`src/rtl/decode_stage.sv`:
```
// Registered RV32I decode stage between IFU and EXU; EBREAK parks the stage in a sticky HALT state.
// Optional M-extension MUL decode is enabled with `define DECODE_MEXT_EN. `type` is a keyword, so that field is dec_type.
module decode_stage #(
    parameter int XLEN   = 32,
    parameter int ALUC_W = 4,
    parameter int CNT_W  = 32
) (
    input  logic              clk,
    input  logic              rst_n,
    input  logic              in_valid,
    output logic              in_ready,
    input  logic [31:0]       inst,
    input  logic [XLEN-1:0]   pc,
    input  logic              flush,
    output logic              out_valid,
    input  logic              out_ready,
    output logic [XLEN-1:0]   out_pc,
    output logic [4:0]        rd,
    output logic [4:0]        rs1,
    output logic [4:0]        rs2,
    output logic [XLEN-1:0]   imm,
    output logic [2:0]        dec_type,
    output logic [ALUC_W-1:0] aluc,
    output logic              m1,
    output logic              rf_we,
    output logic              ebreak,
    output logic              illegal,
    output logic              halt,
    output logic [CNT_W-1:0]  dec_cnt,
    output logic [1:0]        dbg_state
);

    // Handshake: a transfer happens on a rising edge where valid and ready are both high;
    // in_ready never looks at in_valid, and the output bundle is held while out_valid & ~out_ready.

    typedef enum logic [1:0] {
        ST_RUN       = 2'd0,
        ST_HALT_PEND = 2'd1,
        ST_HALT      = 2'd2
    } state_t;

    localparam logic [2:0] T_NONE = 3'd0;
    localparam logic [2:0] T_I    = 3'd1;
    localparam logic [2:0] T_R    = 3'd2;
    localparam logic [2:0] T_S    = 3'd3;
    localparam logic [2:0] T_B    = 3'd4;
    localparam logic [2:0] T_U    = 3'd5;
    localparam logic [2:0] T_J    = 3'd6;

    localparam logic [ALUC_W-1:0] ALU_ADD   = ALUC_W'(0);
    localparam logic [ALUC_W-1:0] ALU_SUB   = ALUC_W'(1);
    localparam logic [ALUC_W-1:0] ALU_SLL   = ALUC_W'(2);
    localparam logic [ALUC_W-1:0] ALU_SLT   = ALUC_W'(3);
    localparam logic [ALUC_W-1:0] ALU_SLTU  = ALUC_W'(4);
    localparam logic [ALUC_W-1:0] ALU_XOR   = ALUC_W'(5);
    localparam logic [ALUC_W-1:0] ALU_SRL   = ALUC_W'(6);
    localparam logic [ALUC_W-1:0] ALU_SRA   = ALUC_W'(7);
    localparam logic [ALUC_W-1:0] ALU_OR    = ALUC_W'(8);
    localparam logic [ALUC_W-1:0] ALU_AND   = ALUC_W'(9);
    localparam logic [ALUC_W-1:0] ALU_PASSB = ALUC_W'(10);
`ifdef DECODE_MEXT_EN
    localparam logic [ALUC_W-1:0] ALU_MUL   = ALUC_W'(11);
`endif

    state_t r_state;
    state_t w_state_nxt;

    logic              r_valid;
    logic [XLEN-1:0]   r_pc;
    logic [4:0]        r_rd;
    logic [4:0]        r_rs1;
    logic [4:0]        r_rs2;
    logic [XLEN-1:0]   r_imm;
    logic [2:0]        r_type;
    logic [ALUC_W-1:0] r_aluc;
    logic              r_m1;
    logic              r_rf_we;
    logic              r_ebreak;
    logic              r_illegal;
    logic [CNT_W-1:0]  r_cnt;

    logic [6:0]        w_op;
    logic [2:0]        w_f3;
    logic [6:0]        w_f7;
    logic [ALUC_W-1:0] w_alu_f3;
    logic [2:0]        w_type;
    logic [ALUC_W-1:0] w_aluc;
    logic              w_m1;
    logic              w_wr;
    logic              w_ill;
    logic              w_ebk;
    logic [31:0]       w_imm32;
    logic [XLEN-1:0]   w_imm;
    logic              w_accept;
    logic              w_fire;

    assign w_op = inst[6:0];
    assign w_f3 = inst[14:12];
    assign w_f7 = inst[31:25];

    // funct3 -> ALU op shared by OP and OP-IMM (funct7 refinements applied below)
    always_comb begin
        w_alu_f3 = ALU_ADD;
        case (w_f3)
            3'b000:  w_alu_f3 = ALU_ADD;
            3'b001:  w_alu_f3 = ALU_SLL;
            3'b010:  w_alu_f3 = ALU_SLT;
            3'b011:  w_alu_f3 = ALU_SLTU;
            3'b100:  w_alu_f3 = ALU_XOR;
            3'b101:  w_alu_f3 = ALU_SRL;
            3'b110:  w_alu_f3 = ALU_OR;
            default: w_alu_f3 = ALU_AND;
        endcase
    end

    always_comb begin
        w_type = T_NONE;
        w_aluc = ALU_ADD;
        w_m1   = 1'b1;
        w_wr   = 1'b0;
        w_ill  = 1'b0;
        w_ebk  = 1'b0;
        case (w_op)
            7'b0110111: begin w_type = T_U; w_aluc = ALU_PASSB; w_wr = 1'b1; end
            7'b0010111: begin w_type = T_U; w_wr = 1'b1; end
            7'b1101111: begin w_type = T_J; w_wr = 1'b1; end
            7'b1100111: begin w_type = T_I; w_wr = 1'b1; w_ill = (w_f3 != 3'b000); end
            7'b1100011: begin w_type = T_B; w_ill = (w_f3 == 3'b010) || (w_f3 == 3'b011); end
            7'b0000011: begin
                w_type = T_I;
                w_wr   = 1'b1;
                w_ill  = !(w_f3 inside {3'b000, 3'b001, 3'b010, 3'b100, 3'b101});
            end
            7'b0100011: begin w_type = T_S; w_ill = !(w_f3 inside {3'b000, 3'b001, 3'b010}); end
            7'b0010011: begin
                w_type = T_I;
                w_wr   = 1'b1;
                w_aluc = w_alu_f3;
                if (w_f3 == 3'b001) begin
                    w_ill = (w_f7 != 7'b0000000);
                end else if (w_f3 == 3'b101) begin
                    if (w_f7 == 7'b0100000) w_aluc = ALU_SRA;
                    else if (w_f7 != 7'b0000000) w_ill = 1'b1;
                end
            end
            7'b0110011: begin
                w_type = T_R;
                w_wr   = 1'b1;
                w_m1   = 1'b0;
                if (w_f7 == 7'b0000000) begin
                    w_aluc = w_alu_f3;
                end else if (w_f7 == 7'b0100000 && w_f3 == 3'b000) begin
                    w_aluc = ALU_SUB;
                end else if (w_f7 == 7'b0100000 && w_f3 == 3'b101) begin
                    w_aluc = ALU_SRA;
`ifdef DECODE_MEXT_EN
                end else if (w_f7 == 7'b0000001 && w_f3 == 3'b000) begin
                    w_aluc = ALU_MUL;
`endif
                end else begin
                    w_ill = 1'b1;
                end
            end
            // Only EBREAK is recognised in SYSTEM space; ECALL/CSR forms are flagged illegal
            7'b1110011: begin
                if (inst == 32'h0010_0073) w_ebk = 1'b1;
                else w_ill = 1'b1;
            end
            default: w_ill = 1'b1;
        endcase
        if (w_ill) begin
            w_type = T_NONE;
            w_aluc = ALU_ADD;
            w_m1   = 1'b1;
            w_wr   = 1'b0;
        end
    end

    always_comb begin
        w_imm32 = 32'd0;
        case (w_type)
            T_I:     w_imm32 = {{20{inst[31]}}, inst[31:20]};
            T_S:     w_imm32 = {{20{inst[31]}}, inst[31:25], inst[11:7]};
            T_B:     w_imm32 = {{19{inst[31]}}, inst[31], inst[7], inst[30:25], inst[11:8], 1'b0};
            T_U:     w_imm32 = {inst[31:12], 12'd0};
            T_J:     w_imm32 = {{11{inst[31]}}, inst[31], inst[19:12], inst[20], inst[30:21], 1'b0};
            default: w_imm32 = 32'd0;
        endcase
    end

    assign w_imm    = XLEN'($signed(w_imm32));
    assign in_ready = (r_state == ST_RUN) && (!r_valid || out_ready);
    assign w_accept = in_valid && in_ready;
    assign w_fire   = r_valid && out_ready;

    always_ff @(posedge clk) begin
        if (!rst_n) r_state <= ST_RUN;
        else        r_state <= w_state_nxt;
    end

    // Flush wins over everything; a flushed EBREAK never reaches HALT
    always_comb begin
        w_state_nxt = r_state;
        case (r_state)
            ST_RUN:       if (!flush && w_accept && w_ebk) w_state_nxt = ST_HALT_PEND;
            ST_HALT_PEND: begin
                if (flush)       w_state_nxt = ST_RUN;
                else if (w_fire) w_state_nxt = ST_HALT;
            end
            ST_HALT:      w_state_nxt = ST_HALT;
            default:      w_state_nxt = ST_RUN;
        endcase
    end

    always_ff @(posedge clk) begin
        if (!rst_n) begin
            r_valid   <= 1'b0;
            r_pc      <= '0;
            r_rd      <= '0;
            r_rs1     <= '0;
            r_rs2     <= '0;
            r_imm     <= '0;
            r_type    <= '0;
            r_aluc    <= '0;
            r_m1      <= 1'b0;
            r_rf_we   <= 1'b0;
            r_ebreak  <= 1'b0;
            r_illegal <= 1'b0;
            r_cnt     <= '0;
        end else begin
            if (flush) begin
                r_valid <= 1'b0;
            end else if (w_accept) begin
                r_valid   <= 1'b1;
                r_pc      <= pc;
                r_rd      <= inst[11:7];
                r_rs1     <= inst[19:15];
                r_rs2     <= inst[24:20];
                r_imm     <= w_imm;
                r_type    <= w_type;
                r_aluc    <= w_aluc;
                r_m1      <= w_m1;
                r_rf_we   <= w_wr && (inst[11:7] != 5'd0);
                r_ebreak  <= w_ebk;
                r_illegal <= w_ill;
            end else if (w_fire) begin
                r_valid <= 1'b0;
            end
            if (!flush && w_fire && (r_cnt != '1)) r_cnt <= r_cnt + 1'b1;
        end
    end

    assign out_valid = r_valid;
    assign out_pc    = r_pc;
    assign rd        = r_rd;
    assign rs1       = r_rs1;
    assign rs2       = r_rs2;
    assign imm       = r_imm;
    assign dec_type  = r_type;
    assign aluc      = r_aluc;
    assign m1        = r_m1;
    assign rf_we     = r_rf_we;
    assign ebreak    = r_ebreak;
    assign illegal   = r_illegal;
    assign halt      = (r_state == ST_HALT);
    assign dec_cnt   = r_cnt;
    assign dbg_state = r_state;

endmodule

```
`config.mk`:
```
export PLATFORM = sky130hd
export DESIGN_NAME = decode_stage
export DESIGN_NICKNAME = d
export VERILOG_FILES = /design/src/rtl/decode_stage.sv
export SDC_FILE = /design/constraint.sdc
export NUM_CORES = 1
export LEC_CHECK = 0
export CAP_MARGIN = 15
export CORE_MARGIN = 2
export CORE_UTILIZATION = 46
export DETAILED_ROUTE_END_ITERATION = 12
export PLACE_DENSITY = 0.81
export SETUP_SLACK_MARGIN = 0.2
export SYNTH_ARGS = -nofsm -noshare
export SYNTH_HDL_FRONTEND = slang
export SYNTH_SLANG_ARGS = --single-unit
```
`constraint.sdc`:
```
create_clock -name clk -period 3.5 [get_ports clk]
set_clock_uncertainty 0.05 [all_clocks]
set_input_delay 0.875 -clock clk [delete_from_list [all_inputs] [get_ports clk]]
set_output_delay 0.875 -clock clk [all_outputs]
set_load 0.1 [all_outputs]
```
Yosys cells after proc, flatten, opt, wreduce, memory -nomap -nowiden
Index checks and enable logic that the tools add are counted.
Widths: inputs -> output; s select.

storage, ports and cells
  register bits = 125
  output and inout port bits = 127
  input bits = 69

operators by class
  bitwise logic cells = 2
  reduce and logical (&&, ||, !) cells = 32
  equal/unequal tests = 28
  multiplexer cells = 33
  $add $sub $neg = 1

operators by type and width
  kind                   number
  $pmux 32 s5            1
  $add 32x1->32 const B  1
  $eq 32x21->1 const B   1
  $ne 32x32->1 const B   1
  $eq 7x6->1 const B     4
  $eq 7x7->1 const B     4
  $pmux 4 s7             1
  $mux 4                 5
  $eq 3x3->1 const B     6
  $pmux 3 s6             1
  $mux 1                 16
  $eq 7x5->1 const B     2
  $pmux 4 s3             1
  $logic_and 1x1->1      10
  $reduce_bool 5->1      2
  $eq 3x2->1 const B     3
  $mux 3                 3
  $pmux 1 s8             1
  $eq 7x2->1 const B     1
  $logic_not 7->1        1
  $reduce_bool 7->1      1
  $reduce_or 7->1        1
  $eq 3x1->1 const B     2
  $mux 2                 3
  other kinds (15)       24

Depth between registers and ports, before layout
  depth after elaboration = 9
  gate-level depth with buffers = 9
  depth with buffers taken out = 7

Worst setup path after synthesis
Ideal clock, no wire load.

  kind = reg-to-reg
  from = register r_valid (netlist: out_valid)
  to = register r_imm[11] (netlist: imm[11])
  arrival = 4.436 ns
  setup time = 0.120 ns
  path slack = -1.106 ns
  stages on the path, launching flop included = 9
  data required time = 3.330 ns
  cell sequence = dfxtp_1 -> nor2b_1 -> nor3_1 -> nand3b_1 -> and2_1 -> clkbuf_1 -> clkbuf_1 -> nand2_1 -> o21ai_1

on the way
  longest elaborated chain between the ends = 5

ends and longest elaborated chain
  item                        RTL line  source
  start: declaration          68        logic r_valid;
  start signal: assignment    217       r_valid <= 1'b0;
  start signal: assignment    232       r_valid <= 1'b0;
  start signal: assignment    234       r_valid <= 1'b1;
  $logic_not 1->1             192       assign in_ready = (r_state == ST_RUN) && (!r_valid || out_ready);
  $logic_or 1x1->1            192
  $logic_and 1x1->1           192
  named net in_ready          11        output logic in_ready,
  $logic_and 1x1->1           193       assign w_accept = in_valid && in_ready;
  $reduce_and 2->1 (no line)  -
  end signal: assignment      239       r_imm <= w_imm;
  end: declaration            73        logic [XLEN-1:0] r_imm;

The timed path passes the listed nets, and every way through them passes these cells.
A chain may end at the register's enable or synchronous reset.

Worst setup path in the final report
  from = input inst[5]
  to = register r_imm[11] (netlist: imm[11])

on the way
  longest elaborated chain between the ends = 6

ends and longest elaborated chain
  item                                      RTL line  source
  start: declaration                        12        input logic [31:0] inst,
  $eq 32x21->1 (tied with other cells)      166       if (inst == 32'h0010_0073) w_ebk = 1'b1;
  $mux 1 (tied with other cells)            166
  $pmux 1 s8 or $pmux 3 s6 (tied branches)  123       case (w_op)
  $mux 3 (*)                                171       if (w_ill) begin
  $eq 3x3->1 (tied with other cells)        181       case (w_type)
  $pmux 32 s5 (*)                           181

Every way passes the cells marked *; elsewhere a longest branch is shown, timed or not.

==> impl_metrics.ini <==
[die]
fp-row-count = 41
core_region_area_um2 = 12500
ios = 196
die-area_um2 = 13600
die_h_um = 117
start_util = 0.467
die_width_um = 117

[cts]
h-tree-depth = 4
cts_inserted_buffers = 17
cts_sinks = 125
clk_path_buf_depth = 2
cts_tree = done
postCtsSetupBuffers = 0
insertion_delay_ps = 410
root_buffer = clkbuf_16
cts.clk_slew.worst_paths_ps = 50
postCtsHoldBufs = 0

[route]
detail_route.wl_per_cell_um = 16.9
route.detailed.drc = 0
drt_wl_total_um = 18800
vias_per_cell = 5.38
vias = 5975
first_iter_violations = 450
antenna_left = 0
dr.pass1.iters = 5

[grt]
grt_first_pass_wirelength_um = 28200
grt_pass1_vias = 5666
antenna_found_initial = 0
grtUsageTotal = 0.268
grt_max_degree = 60
gr-total-overflow = 0

[pwr]
pwr-share-clk = 0.454
power_density_nw_per_um2 = 431
ir_drop_v = 0.000241
combPwrFrac = 0.152
switchingPower_mw = 1.09
leakage_nw = 3.64
netSwitchingFraction = 0.292
intPower_mw = 2.64
p_seq_frac = 0.394

[final_layout]
multi_input_area_um2 = 3160
seqCellArea_um2 = 2500
area_growth_pct = 47.5
drive_above_1_share = 0.269
final_cell_mix = 192 x buf_4, 142 x nand2_1, 125 x dfxtp_1
final_util = 0.689
antenna-diode-count = 0
nets = 996
finalInstanceArea_um2 = 8630
final_common_cell = buf_4
n_fill_cell = 1036

[setup_path]
critical_path.max_stage_delay_ps = 550
crit_path_max_fanout = 8
crit_slowest_cell = clkdlybuf4s50_1
path_cells = clkdlybuf4s50_1 -> buf_4 -> nand2b_1 -> buf_4 -> or4_1 -> a21oi_2 -> buf_4 -> nor3_4 -> buf_4 -> nor2b_1 -> buf_4 -> a22oi_1 -> o21ai_1
cp-end-kind = flop
reg2reg_from = dec_cnt[5]
reg2reg_to = dec_cnt[24]
critPathMostFrequentCell = buf_4
reg2regPathDepth = 7
startpoint_type = input port
path_class = in -> reg
crit_required_ps = 3750
crit_arrival_ps = 3410
rrSetupSlack_ps = 1120

[sta]
final_hold_viol_count = 0
fin_ws_ps = 335
fmax_mhz = 316
timing.slew.headroom = 0.504
fin_crit_sh = 0.904
slew_violations = 0
rsz0062_at_grt = false
fin_crit_ps = 3160
setup_tns_ps = 0
setup_viol = 0
hold_ws_ps = 399
tightest_slew_ps = 742

[synth]
ys_types = 67
yosysWarnings = 0
ys_ff_latch = 125
synth_ff_type = dfxtp_1
syn-cell-area_um2 = 5850
synthCells = 689
synth_edf_count = 0
ys_seq_area_frac = 0.428
async_flop_share = 0
syn_nets = 759
avgSynthCellArea_um2 = 8.49

[placement]
io_buffers = 195
dp.final_hpwl_um = 14300
place_area_um2 = 8050
place_ws_ps = -316
gp_congestion = 0.906

[worst_hold_path]
min_from = imm[17]
hold_end = imm[17]
hold_depth = 2
worst_hold_path_type = reg -> reg

[status]
status = finished, final reports clean

[run]
drv_cap = 0
==> through the flow <==
stage / instances / power (mW)
3_5_place_dp: 1079 / 2.06
6_report: 1111 / 3.72
5_1_grt: 1111 / 3.84
2_1_floorplan: 689 / 1.84
4_1_cts: 1111 / 3.75
3_3_place_gp: 1079 / 2.05
==> repair_timing <==
action | in CTS | in global routing
gates resized for setup | 1 | 1
gates cloned | 0 | 0
endpoints found under the setup margin | 11 | 12
==> worst max-delay path by stage <==
stage	end	cells past startpoint	start	slack (ps)
after floorplan	illegal	8	out_valid	430
after global placement	imm[20]	7	inst[4]	-280
after detailed placement	imm[20]	7	inst[4]	-320
after CTS	imm[27]	9	inst[4]	260
after global routing	imm[11]	13	inst[5]	250
final	imm[11]	13	inst[5]	340
==> routing by layer <==
metal	GRT usage	wire, um	part of all wire
met5	0	0	0
met1	0.315	7750	0.41
met3	0.0721	1460	0.078
met2	0.454	9010	0.48
met4	0.126	531	0.028
==> final cells by class <==
type / count / area share
Multi-Input combinational cell: 513 / 0.367
Sequential cell: 125 / 0.290
Timing Repair Buffer: 262 / 0.250
Tap cell: 172 / 0.0249
Inverter: 7 / 0.00304
Clock buffer: 18 / 0.0497
Clock inverter: 14 / 0.0158
==> synthesized netlist by cell type, drive strengths merged, types with 2 or more instances <==
cell type	count	area, um^2
o31ai	4	30.0
a31oi	2	12.5
inv	7	26.3
a31o	2	17.5
xor2	7	61.3
a21boi	53	398
nor2	32	120
nand2b	7	43.8
a22o	7	61.3
nor2b	14	95.1
nand2	142	533
xnor2	25	219
a21oi	21	109
a21o	12	90.1
o21ai	26	130
o21a	3	30.0
and2	41	257
o221a	12	135
a32oi	5	43.8
nor4	6	50.0
and4bb	2	25.0
nor3b	3	22.5
clkbuf	31	116
and3	4	25.0
a22oi	5	37.5
nand4	18	128
buf	13	72.6
nor4b	4	47.6
and4	5	47.6
nand3	20	100
and3b	2	17.5
dfxtp	125	2500
nor3	11	66.3
==> logic make-up (layout without fill, tap and decap cells) <==
logic type               count (synthesis)  in the layout  share of synthesized area
flip-flops                             125            125                      0.428
AO/OA/AOI/OAI                          159            159                      0.200
multiplexers                             1              1                    0.00192
AND/OR/NAND/NOR                        320            320                      0.283
buffers and inverters                   51            301                     0.0368
adder cells (fa/ha/maj)                  1              1                    0.00214
XOR/XNOR                                32             32                     0.0479
==> registers in the layout (all words and copies together) (netlist names), 2 cells and up <==
name	count
rd	5
out_pc	32
rs2	5
imm	32
dec_cnt	32
aluc	4
dec_type	3
dbg_state	2
rs1	5
==> worst max-delay path: cells and delay by family <==
kind / cells / cell delay [ps]
buf+inv: 6 / 1310
simple gates: 4 / 700
compound gates: 3 / 540
==> power groups by stage <==
stage	combinational [mW]	sequential [mW]	clock, mW
finish	0.567	1.47	1.69
detailed placement	0.562	1.50	0
global placement	0.557	1.50	0
floorplan	0.136	1.70	0
global route	0.594	1.47	1.78
CTS	0.565	1.47	1.71
(Power assumes the default switching activity.)
